===== src/rtl/lsu_mem_ctrl.sv =====
// Load/store controller in front of a word-addressed data memory without byte enables.
// Byte/halfword/word requests arrive over valid/ready. Loads return sign- or
// zero-extended data. Sub-word stores are done as read-modify-write.
// Build option: define LSU_MISALIGN_TRAP_EN to reject misaligned half/word requests.
// Without it, halfword accesses ignore addr[0] and word accesses ignore addr[1:0].
module lsu_mem_ctrl #(
  parameter int unsigned MEM_WORDS = 32,
  parameter int unsigned ADDR_W    = 5
) (
  input  logic              clk,
  input  logic              rst_n,
  input  logic              req_valid,
  output logic              req_ready,
  input  logic              req_we,
  input  logic [1:0]        req_size,
  input  logic              req_unsigned,
  input  logic [31:0]       req_addr,
  input  logic [31:0]       req_wdata,
  output logic              rsp_valid,
  input  logic              rsp_ready,
  output logic [31:0]       rsp_rdata,
  output logic              rsp_err,
  output logic              mem_re,
  output logic              mem_we,
  output logic [ADDR_W-1:0] mem_addr,
  output logic [31:0]       mem_wdata,
  input  logic [31:0]       mem_rdata
);

  typedef enum logic [1:0] {StIdle, StRd, StWr, StRsp} state_e;

  state_e            state_q, state_d;
  logic              we_q;
  logic              uns_q;
  logic [1:0]        size_q;
  logic [ADDR_W+1:0] addr_q;
  logic [31:0]       wdata_q;
  logic [31:0]       word_q;       // word read during RD, merged for sub-word stores
  logic [31:0]       rsp_rdata_q;
  logic              rsp_err_q;

  logic              accept;
  logic              misalign;
  logic              req_err;
  logic [7:0]        byte_sel;
  logic [15:0]       half_sel;
  logic [31:0]       load_data;
  logic [31:0]       wr_word;

  assign req_ready = (state_q == StIdle);
  assign accept    = req_valid & req_ready;

  // Classify the incoming request; an erroring request never touches memory.
  always_comb begin
    misalign = 1'b0;
`ifdef LSU_MISALIGN_TRAP_EN
    misalign = ((req_size == 2'b01) && req_addr[0]) ||
               ((req_size == 2'b10) && (req_addr[1:0] != 2'b00));
`endif
    req_err = (req_size == 2'b11) || ({2'b00, req_addr[31:2]} >= MEM_WORDS) || misalign;
  end

  // Next-state logic.
  always_comb begin
    state_d = state_q;
    case (state_q)
      StIdle: begin
        if (req_valid) begin
          if (req_err) begin
            state_d = StRsp;
          end else if (!req_we) begin
            state_d = StRd;
          end else if (req_size == 2'b10) begin
            state_d = StWr;
          end else begin
            state_d = StRd;
          end
        end
      end
      StRd:    state_d = we_q ? StWr : StRsp;
      StWr:    state_d = StRsp;
      StRsp:   if (rsp_ready) state_d = StIdle;
      default: state_d = StIdle;
    endcase
  end

  // Pick the addressed lane out of the memory word and extend it.
  always_comb begin
    byte_sel  = mem_rdata[{addr_q[1:0], 3'b000} +: 8];
    half_sel  = addr_q[1] ? mem_rdata[31:16] : mem_rdata[15:0];
    load_data = '0;
    case (size_q)
      2'b00:   load_data = {{24{~uns_q & byte_sel[7]}}, byte_sel};
      2'b01:   load_data = {{16{~uns_q & half_sel[15]}}, half_sel};
      2'b10:   load_data = mem_rdata;
      default: load_data = '0;
    endcase
  end

  // Merge store data into the previously read word (whole word for word stores).
  always_comb begin
    wr_word = word_q;
    case (size_q)
      2'b00: wr_word[{addr_q[1:0], 3'b000} +: 8] = wdata_q[7:0];
      2'b01: begin
        if (addr_q[1]) begin
          wr_word[31:16] = wdata_q[15:0];
        end else begin
          wr_word[15:0] = wdata_q[15:0];
        end
      end
      2'b10:   wr_word = wdata_q;
      default: wr_word = word_q;
    endcase
  end

  // State and request/response registers.
  always_ff @(posedge clk or negedge rst_n) begin
    if (!rst_n) begin
      state_q     <= StIdle;
      we_q        <= 1'b0;
      uns_q       <= 1'b0;
      size_q      <= 2'b00;
      addr_q      <= '0;
      wdata_q     <= '0;
      word_q      <= '0;
      rsp_rdata_q <= '0;
      rsp_err_q   <= 1'b0;
    end else begin
      state_q <= state_d;
      if (accept) begin
        we_q        <= req_we;
        uns_q       <= req_unsigned;
        size_q      <= req_size;
        addr_q      <= req_addr[ADDR_W+1:0];
        wdata_q     <= req_wdata;
        rsp_err_q   <= req_err;
        rsp_rdata_q <= '0;
      end
      if (state_q == StRd) begin
        word_q <= mem_rdata;
        if (!we_q) begin
          rsp_rdata_q <= load_data;
        end
      end
    end
  end

  assign mem_re    = (state_q == StRd);
  assign mem_we    = (state_q == StWr);
  assign mem_addr  = (mem_re | mem_we) ? addr_q[ADDR_W+1:2] : '0;
  assign mem_wdata = mem_we ? wr_word : '0;
  assign rsp_valid = (state_q == StRsp);
  assign rsp_rdata = rsp_valid ? rsp_rdata_q : '0;
  assign rsp_err   = rsp_valid & rsp_err_q;

endmodule


===== config.mk =====
export PLATFORM = sky130hd
export DESIGN_NAME = lsu_mem_ctrl
export DESIGN_NICKNAME = d
export VERILOG_FILES = /design/src/rtl/lsu_mem_ctrl.sv
export SDC_FILE = /design/constraint.sdc
export NUM_CORES = 1
export LEC_CHECK = 0
export CAP_MARGIN = 30
export CORE_ASPECT_RATIO = 0.5
export CORE_MARGIN = 8
export CORE_UTILIZATION = 40
export CTS_CLUSTER_DIAMETER = 120
export DETAILED_ROUTE_END_ITERATION = 8
export PLACE_DENSITY_LB_ADDON = 0.05
export SLEW_MARGIN = 20
export SYNTH_ARGS = -nofsm -noshare
export SYNTH_HDL_FRONTEND = slang
export SYNTH_SLANG_ARGS = --single-unit
export TNS_END_PERCENT = 5

===== constraint.sdc =====
create_clock -name clk -period 4.55 [get_ports clk]
set_input_delay 1.1375 -clock clk [delete_from_list [all_inputs] [get_ports clk]]
set_output_delay 1.1375 -clock clk [all_outputs]
set_load 0.005 [all_outputs]

==> results of run 1 <==
## Yosys cell counts, types with 2 or more instances
library cell / n
sky130_fd_sc_hd__mux2i_1: 6
sky130_fd_sc_hd__a22oi_1: 13
sky130_fd_sc_hd__ha_1: 9
sky130_fd_sc_hd__nor2b_1: 15
sky130_fd_sc_hd__nor2_1: 9
sky130_fd_sc_hd__clkbuf_1: 37
sky130_fd_sc_hd__o221a_2: 7
sky130_fd_sc_hd__nand3_1: 2
sky130_fd_sc_hd__o21ai_0: 31
sky130_fd_sc_hd__a222oi_1: 2
sky130_fd_sc_hd__mux2_2: 54
sky130_fd_sc_hd__inv_1: 10
sky130_fd_sc_hd__nor4_1: 5
sky130_fd_sc_hd__and2_1: 40
sky130_fd_sc_hd__nand2b_1: 2
sky130_fd_sc_hd__a32oi_1: 5
sky130_fd_sc_hd__a31oi_1: 3
sky130_fd_sc_hd__a22o_1: 17
sky130_fd_sc_hd__and3_1: 3
sky130_fd_sc_hd__nand2_1: 141
sky130_fd_sc_hd__buf_2: 9
sky130_fd_sc_hd__mux4_2: 2
sky130_fd_sc_hd__nor3b_1: 10
sky130_fd_sc_hd__dfrtp_1: 110
sky130_fd_sc_hd__a221o_1: 31
sky130_fd_sc_hd__a21oi_1: 24
sky130_fd_sc_hd__nand3b_1: 2
sky130_fd_sc_hd__or3_1: 3
sky130_fd_sc_hd__a32o_1: 15
sky130_fd_sc_hd__a211oi_1: 2
sky130_fd_sc_hd__o22ai_1: 9
sky130_fd_sc_hd__nor3_1: 4
sky130_fd_sc_hd__buf_6: 3
## power breakdown
group	switching [mW]	internal [mW]	leakage, nW	total (mW)
registers	0.492	1.41	1.37	1.91
logic	1.47	1.60	2.05	3.07
clock network	0.401	0.381	0.132	0.782
## cells by family (layout without fill, tap and decap cells)
| family | Yosys count | after routing | synth area share [%] |
|---|---|---|---|
| buffers and inverters | 60 | 216 | 4.13 |
| multiplexers | 63 | 63 | 11.6 |
| flip-flops | 110 | 110 | 43.9 |
| AND/OR/NAND/NOR | 241 | 241 | 18.4 |
| AO/OA/AOI/OAI | 165 | 165 | 20.1 |
| adder cells (fa/ha/maj) | 9 | 9 | 1.80 |
## metrics by stage
stage | hold slack, ps | power [mW] | cells | instance area (sq um) | utilization (%)
after floorplan | 438 | 3.69 | 648 | 6270 | -
final | 472 | 5.76 | 1008 | 8480 | 55.1
after CTS | 476 | 5.76 | 1008 | 8480 | 55.1
after detailed placement | 456 | 4.96 | 993 | 8200 | 53.3
after global routing | 493 | 6.16 | 1008 | 8480 | 55.1
after global placement | 451 | 4.91 | 993 | 8200 | 53.3
## layout make-up
cell class              instances  area, sq um
fillers                      1422         6900
clock buffers                   9          225
well taps                     204          255
flip-flops and latches        110         2750
inverters                      10         37.5
clock inverters                 6         55.1
multi-input cells             478         3260
repair buffers                191         1890
## sequential cells by signal (all words and copies together), names as in the netlist
signal       cells
rsp_rdata_q     32
wdata_q         32
word_q          32
addr_q           7
size_q           2
state_q          2
rsp_err_q        1
uns_q            1
we_q             1
## routing by layer
layer | vias up | track usage [%] | routed length [um]
met3 | 22 | 6.77 | 2220
met1 | 2840 | 32.7 | 10600
li1 | 2665 | - | -
met4 | 0 | 3.93 | 227
met5 | - | 0 | 0
met2 | 234 | 30.4 | 9110
## path summary, 6_finish.rpt
check	depth (start not counted)	startpoint	slack, ps	to
min in group asynchronous	1	rst_n	890	addr_q[6]
min reg2reg	2	addr_q[5]	470	addr_q[5]
max in group asynchronous	2	rst_n	2890	word_q[25]
min	2	addr_q[5]	470	addr_q[5]
max	5	size_q[1]	340	mem_wdata[20]
max reg2reg	7	state_q[1]	1580	rsp_rdata_q[27]
## worst max-delay path, delay by kind of cell, from the launching register on
| kind | cells | cell delay [ps] |
|---|---|---|
| compound gates | 2 | 550 |
| buf+inv | 1 | 460 |
| flops | 1 | 620 |
| simple gates | 2 | 1080 |
==> reports/qor.csv, run 1 <==
metric,value,unit
critical-path maximum fanout,32,
Max-cap violations,0,
iteration-0 DRC count of the detailed router,525,
number of distinct library cells after synthesis,46,
Synth Warn #,0,
Placeable Area,0.0154,sq mm
die footprint,0.0202,sq mm
DIE WIDTH,193,um
clock-pin slew on the worst setup and hold paths,80,ps
Worst setup EP type,output pin,
post-synthesis cell area,0.00627,sq mm
Top Ports,178,
number of buffers inserted to repair setup after CTS,0,
category of the critical setup timing path,flip-flop to output pin,
leakage power figure,3.55,nW
transition at the pin with the smallest max-transition slack,864,ps
Final nets,913,
number of diodes,0,
DR WL/cell,22.0,um
final hold violations,0,
First-pass DRT Iterations,6,
worst path arrival time,3070,ps
type of the worst min-delay path,flip-flop to flip-flop,
IO buf count,177,
worst path cell trace,"nor2b_1, nand2_1, a32o_1, o221a_2, clkdlybuf4s50_1",
final antenna-violating net count,0,
Max Clk Rate,0.238,GHz
required time of the critical path,3410,ps
share of synthesized area occupied by flip-flops and latches,43.9,%
final setup violation count,0,
y dimension of the die,105,um
number of synthesized flops with an enable pin,0,
fin crit period,4210,ps
wire length of the first global-routing pass,34400,um
clock latency at the later pin of the worst-skew pair,360,ps
ranking of synthesized cells by area,"sky130_fd_sc_hd__dfrtp_1 44%, sky130_fd_sc_hd__mux2_2 9.7%, sky130_fd_sc_hd__nand2_1 8.4%",
DRC Markers,0,
total of cells resized after clock tree synthesis,0,
result of the run,"complete, no violations",
number of buffers created by CTS,9,
total power per unit cell area,680,mW/mm^2
"commonest cells after routing, fill and taps aside","176 x sky130_fd_sc_hd__clkdlybuf4s50_1, 141 x sky130_fd_sc_hd__nand2_1, 109 x sky130_fd_sc_hd__dfrtp_1",
total global routing track utilization,21.8,%
synthesized area per cell,9.68,sq um
number of vias after detailed routing,5761,
WL final,22200,um
setup TNS after final layout,0,ps
async set-or-reset flop fraction in the synthesized netlist,100,%
total count of max-transition violations in the final report,0,
clock sink total,110,
Via density,5.72,
total of hold buffers inserted after clock tree synthesis,0,
primary flip-flop cell chosen by synthesis mapping,sky130_fd_sc_hd__dfrtp_1,
clk buf depth,2,
row cnt,32,
most common library cell in the layout ignoring fill and taps,sky130_fd_sc_hd__clkdlybuf4s50_1,
instance count of the mapped netlist,648,
H-tree depth reported by CTS,3,
remaining global-route overflow,0,
final worst setup slack,344,ps
half-perimeter wire length after detailed placement,16300,um
Syn-to-layout area delta,35.2,%
leading area contributor after synthesis,sky130_fd_sc_hd__dfrtp_1,
clock tree from TritonCTS,yes,
Clock Skew,20.9,ps
Tcrit/Tclk final,92.4,%
antenna violations before repair,0,
"Max stage delay cell, worst path",sky130_fd_sc_hd__nor2b_1,
worst stage delay on the critical path,720,ps
starting density of the core,40.8,%
total of flip-flops plus latches after synthesis,110,
Worst setup SP type,flip-flop,
pre-CTS worst setup slack,792,ps
CTS root buffer,sky130_fd_sc_hd__clkbuf_16,
syn_nets,761,
pin count of the biggest net entering global routing,65,
worst voltage drop across the vdd grid,0.339,mV
RSZ-0062 raised after global routing,no,
post-synth top area share,43.9,%
GPL Wtd Cong,0.852,
via count of the first global-routing pass,5700,
share of layout cells above drive strength 1,12.4,%
worst relative slew slack,42.4,%
Note: power is estimated with default switching activity, not from simulation.
==> inputs of run 2 (changes only) <==
Settings changed: CTS_CLUSTER_SIZE set to 24.
==> results of run 2 <==
Final layout, timing and power as in run 1 (identical DEF).
==> inputs of run 3 (changes only) <==
Clock period 4.55 ns to 3.9 ns, I/O delays scaled along.
==> run 3 against run 2 <==
Compared with the run above: hold slack better by 5.2 ps; sequential cell count unchanged; routed wire length up 2.2%; via count down 0.52%; power up 19%; design area increased by 1.2%; register-to-register slack better by 80 ps; die area stayed put; combinational power is 22% higher.
==> reports/qor.csv, run 3 (synthesis gave the netlist of run 1 again) <==
metric,value,unit,change
type of the worst min-delay path,flip-flop to flip-flop,,
final setup violation count,0,,unchanged
Placed Area,0.00824,sq mm,+0.52%
y dimension of the die,105,um,unchanged
wire length of the first global-routing pass,34600,um,+0.58%
# fillers,1430,,+0.56%
critical-path maximum fanout,9,,-72%
clock tree from TritonCTS,yes,,
Worst setup EP type,output pin,,
DIE WIDTH,193,um,unchanged
Tcrit/Tclk final,97.1,%,
pin count of the biggest net entering global routing,70,,+7.7%
final antenna-violating net count,0,,unchanged
smallest hold slack,477,ps,+5.21 ps
reg-to-reg startpoint,state_q[1],,
H-tree depth reported by CTS,3,,unchanged
fin crit period,3790,ps,
Top Ports,178,,unchanged
number of buffers created by CTS,9,,unchanged
CTS root buffer,sky130_fd_sc_hd__clkbuf_16,,
DRC Markers,0,,unchanged
RSZ-0062 raised after global routing,yes,,
final non-filler cell total,1014,,+0.60%
worst path arrival time,2810,ps,-260 ps
Syn-to-layout area delta,36.8,%,
transition at the pin with the smallest max-transition slack,842,ps,-22.1 ps
Final nets,918,,+0.55%
Worst setup SP type,flip-flop,,
share of layout cells above drive strength 1,14.1,%,+1.7 points
Seq pwr share,32.4,%,-0.7 points
antenna violations before repair,0,,unchanged
Min-Delay Startpoint,wdata_q[27],,
clock-pin slew on the worst setup and hold paths,70,ps,about the same
result of the run,"complete, no violations",,
clock latency at the later pin of the worst-skew pair,350,ps,about the same
Max-cap violations,0,,unchanged
share of power burned in combinational logic,54.7,%,+1.4 points
remaining global-route overflow,0,,unchanged
worst setup path end,mem_wdata[27],,
starting density of the core,40.8,%,unchanged
"commonest cells after routing, fill and taps aside","175 x sky130_fd_sc_hd__clkdlybuf4s50_1, 141 x sky130_fd_sc_hd__nand2_1, 108 x sky130_fd_sc_hd__dfrtp_1",,
DR WL/cell,22.4,um,+1.6%
final core occ,55.8,%,+0.68 points
worst path cell trace,"inv_1, ha_1, nor3b_2, and3_2, a21oi_1, o22ai_1, clkdlybuf4s50_1",,
switching component of the power,2.81,mW,+19%
Via density,5.65,,-1.1%
Clock Skew,8.75,ps,-12.2 ps
WL final,22700,um,+2.2%
die footprint,0.0202,sq mm,unchanged
post-route cell area,0.00858,sq mm,+1.2%
total of hold buffers inserted after clock tree synthesis,0,,unchanged
Worst R2R Setup Slack,1660,ps,+80 ps
"Max stage delay cell, worst path",sky130_fd_sc_hd__clkdlybuf4s50_1,,
total global routing track utilization,22.1,%,+0.30 points
worst stage delay on the critical path,540,ps,-180 ps
proportion of total power due to net switching,41.1,%,about the same
total power per unit cell area,797,mW/mm^2,+17%
registers with the most flip-flops,"rsp_rdata_q (32), wdata_q (32), word_q (32)",,
final hold violations,0,,unchanged
Max Clk Rate,0.264,GHz,
total count of max-transition violations in the final report,0,,unchanged
half-perimeter wire length after detailed placement,16800,um,+3.2%
worst voltage drop across the vdd grid,0.315,mV,-7.1%
internal power,4.03,mW,+19%
leakage power figure,3.60,nW,+1.4%
category of the critical setup timing path,flip-flop to output pin,,
"sum of internal, switching and leakage power",6.84,mW,+19%
required time of the critical path,2920,ps,-490 ps
Placed Cells incl. Taps,997,,+0.40%
path depth of the worst reg2reg path,7,,unchanged
clk buf depth,2,,unchanged
setup TNS after final layout,0,ps,unchanged
row cnt,32,,unchanged
via count of the first global-routing pass,5648,,-0.91%
pre-CTS worst setup slack,262,ps,-530 ps
iteration-0 DRC count of the detailed router,551,,+5.0%
number of vias after detailed routing,5731,,-0.52%
final worst setup slack,113,ps,-230 ps
First-pass DRT Iterations,6,,unchanged
clock group share of total power,12.9,%,-0.7 points
most common library cell in the layout ignoring fill and taps,sky130_fd_sc_hd__clkdlybuf4s50_1,,
IO buf count,177,,unchanged
clock sink total,110,,unchanged
Crit. Startpoint,addr_q[0],,
Placeable Area,0.0154,sq mm,unchanged
GPL Wtd Cong,0.827,,-2.9%
FF-to-FF End,rsp_rdata_q[31],,
worst relative slew slack,42.3,%,-0.13 points
==> run 3: metal layers <==
layer  track usage [%]  up-vias  routed length, um
li1                  -     2679                  -
met5                 0        -                  0
met1              33.3     2795              11100
met4              3.66        0                231
met2              30.5      241               9190
met3              7.13       16               2130
==> run 3: area by class of cell <==
cell class,count,area (sq um),area share [%]
Antenna cell,1,2.50,0.0292
Clock buffer,9,225,2.63
Clock inverter,6,58.8,0.685
Inverter,10,37.5,0.438
Multi-Input combinational cell,478,3300,38.4
Sequential cell,110,2760,32.1
Tap cell,204,255,2.98
Timing Repair Buffer,196,1950,22.7
==> run 3: worst min-delay path by stage <==
stage          slack (ps)          end  cells after the start
2_1_floorplan         440    addr_q[2]                      2
3_3_place_gp          450    addr_q[2]                      2
3_5_place_dp          460    addr_q[2]                      2
4_1_cts               480    addr_q[2]                      2
5_1_grt               490    addr_q[2]                      2
6_report              480  wdata_q[27]                      2
==> run 3: worst max-delay path, delay by kind of cell (launching register included) <==
kind,cells,cell delay [ps]
compound gates,2,280
fa+ha+maj,1,390
buf+inv,2,700
flops,1,500
simple gates,2,610
==> run 3: power groups by stage <==
stage,sequential (mW),combinational [mW],clock (mW)
after floorplan,1.93,2.38,0
after global placement,2.18,3.62,0
after detailed placement,2.19,3.67,0
after CTS,2.18,3.70,0.902
after global routing,2.26,4.08,0.946
final,2.21,3.74,0.884
==> run 3: what timing repair did <==
| item | 4_1_cts | 5_1_grt |
|---|---|---|
| setup buffers | 0 | 0 |
| endpoints found under the hold margin | 0 | 0 |
| resized for setup | 4 | 7 |
| setup endpoints to repair | 15 | 31 |
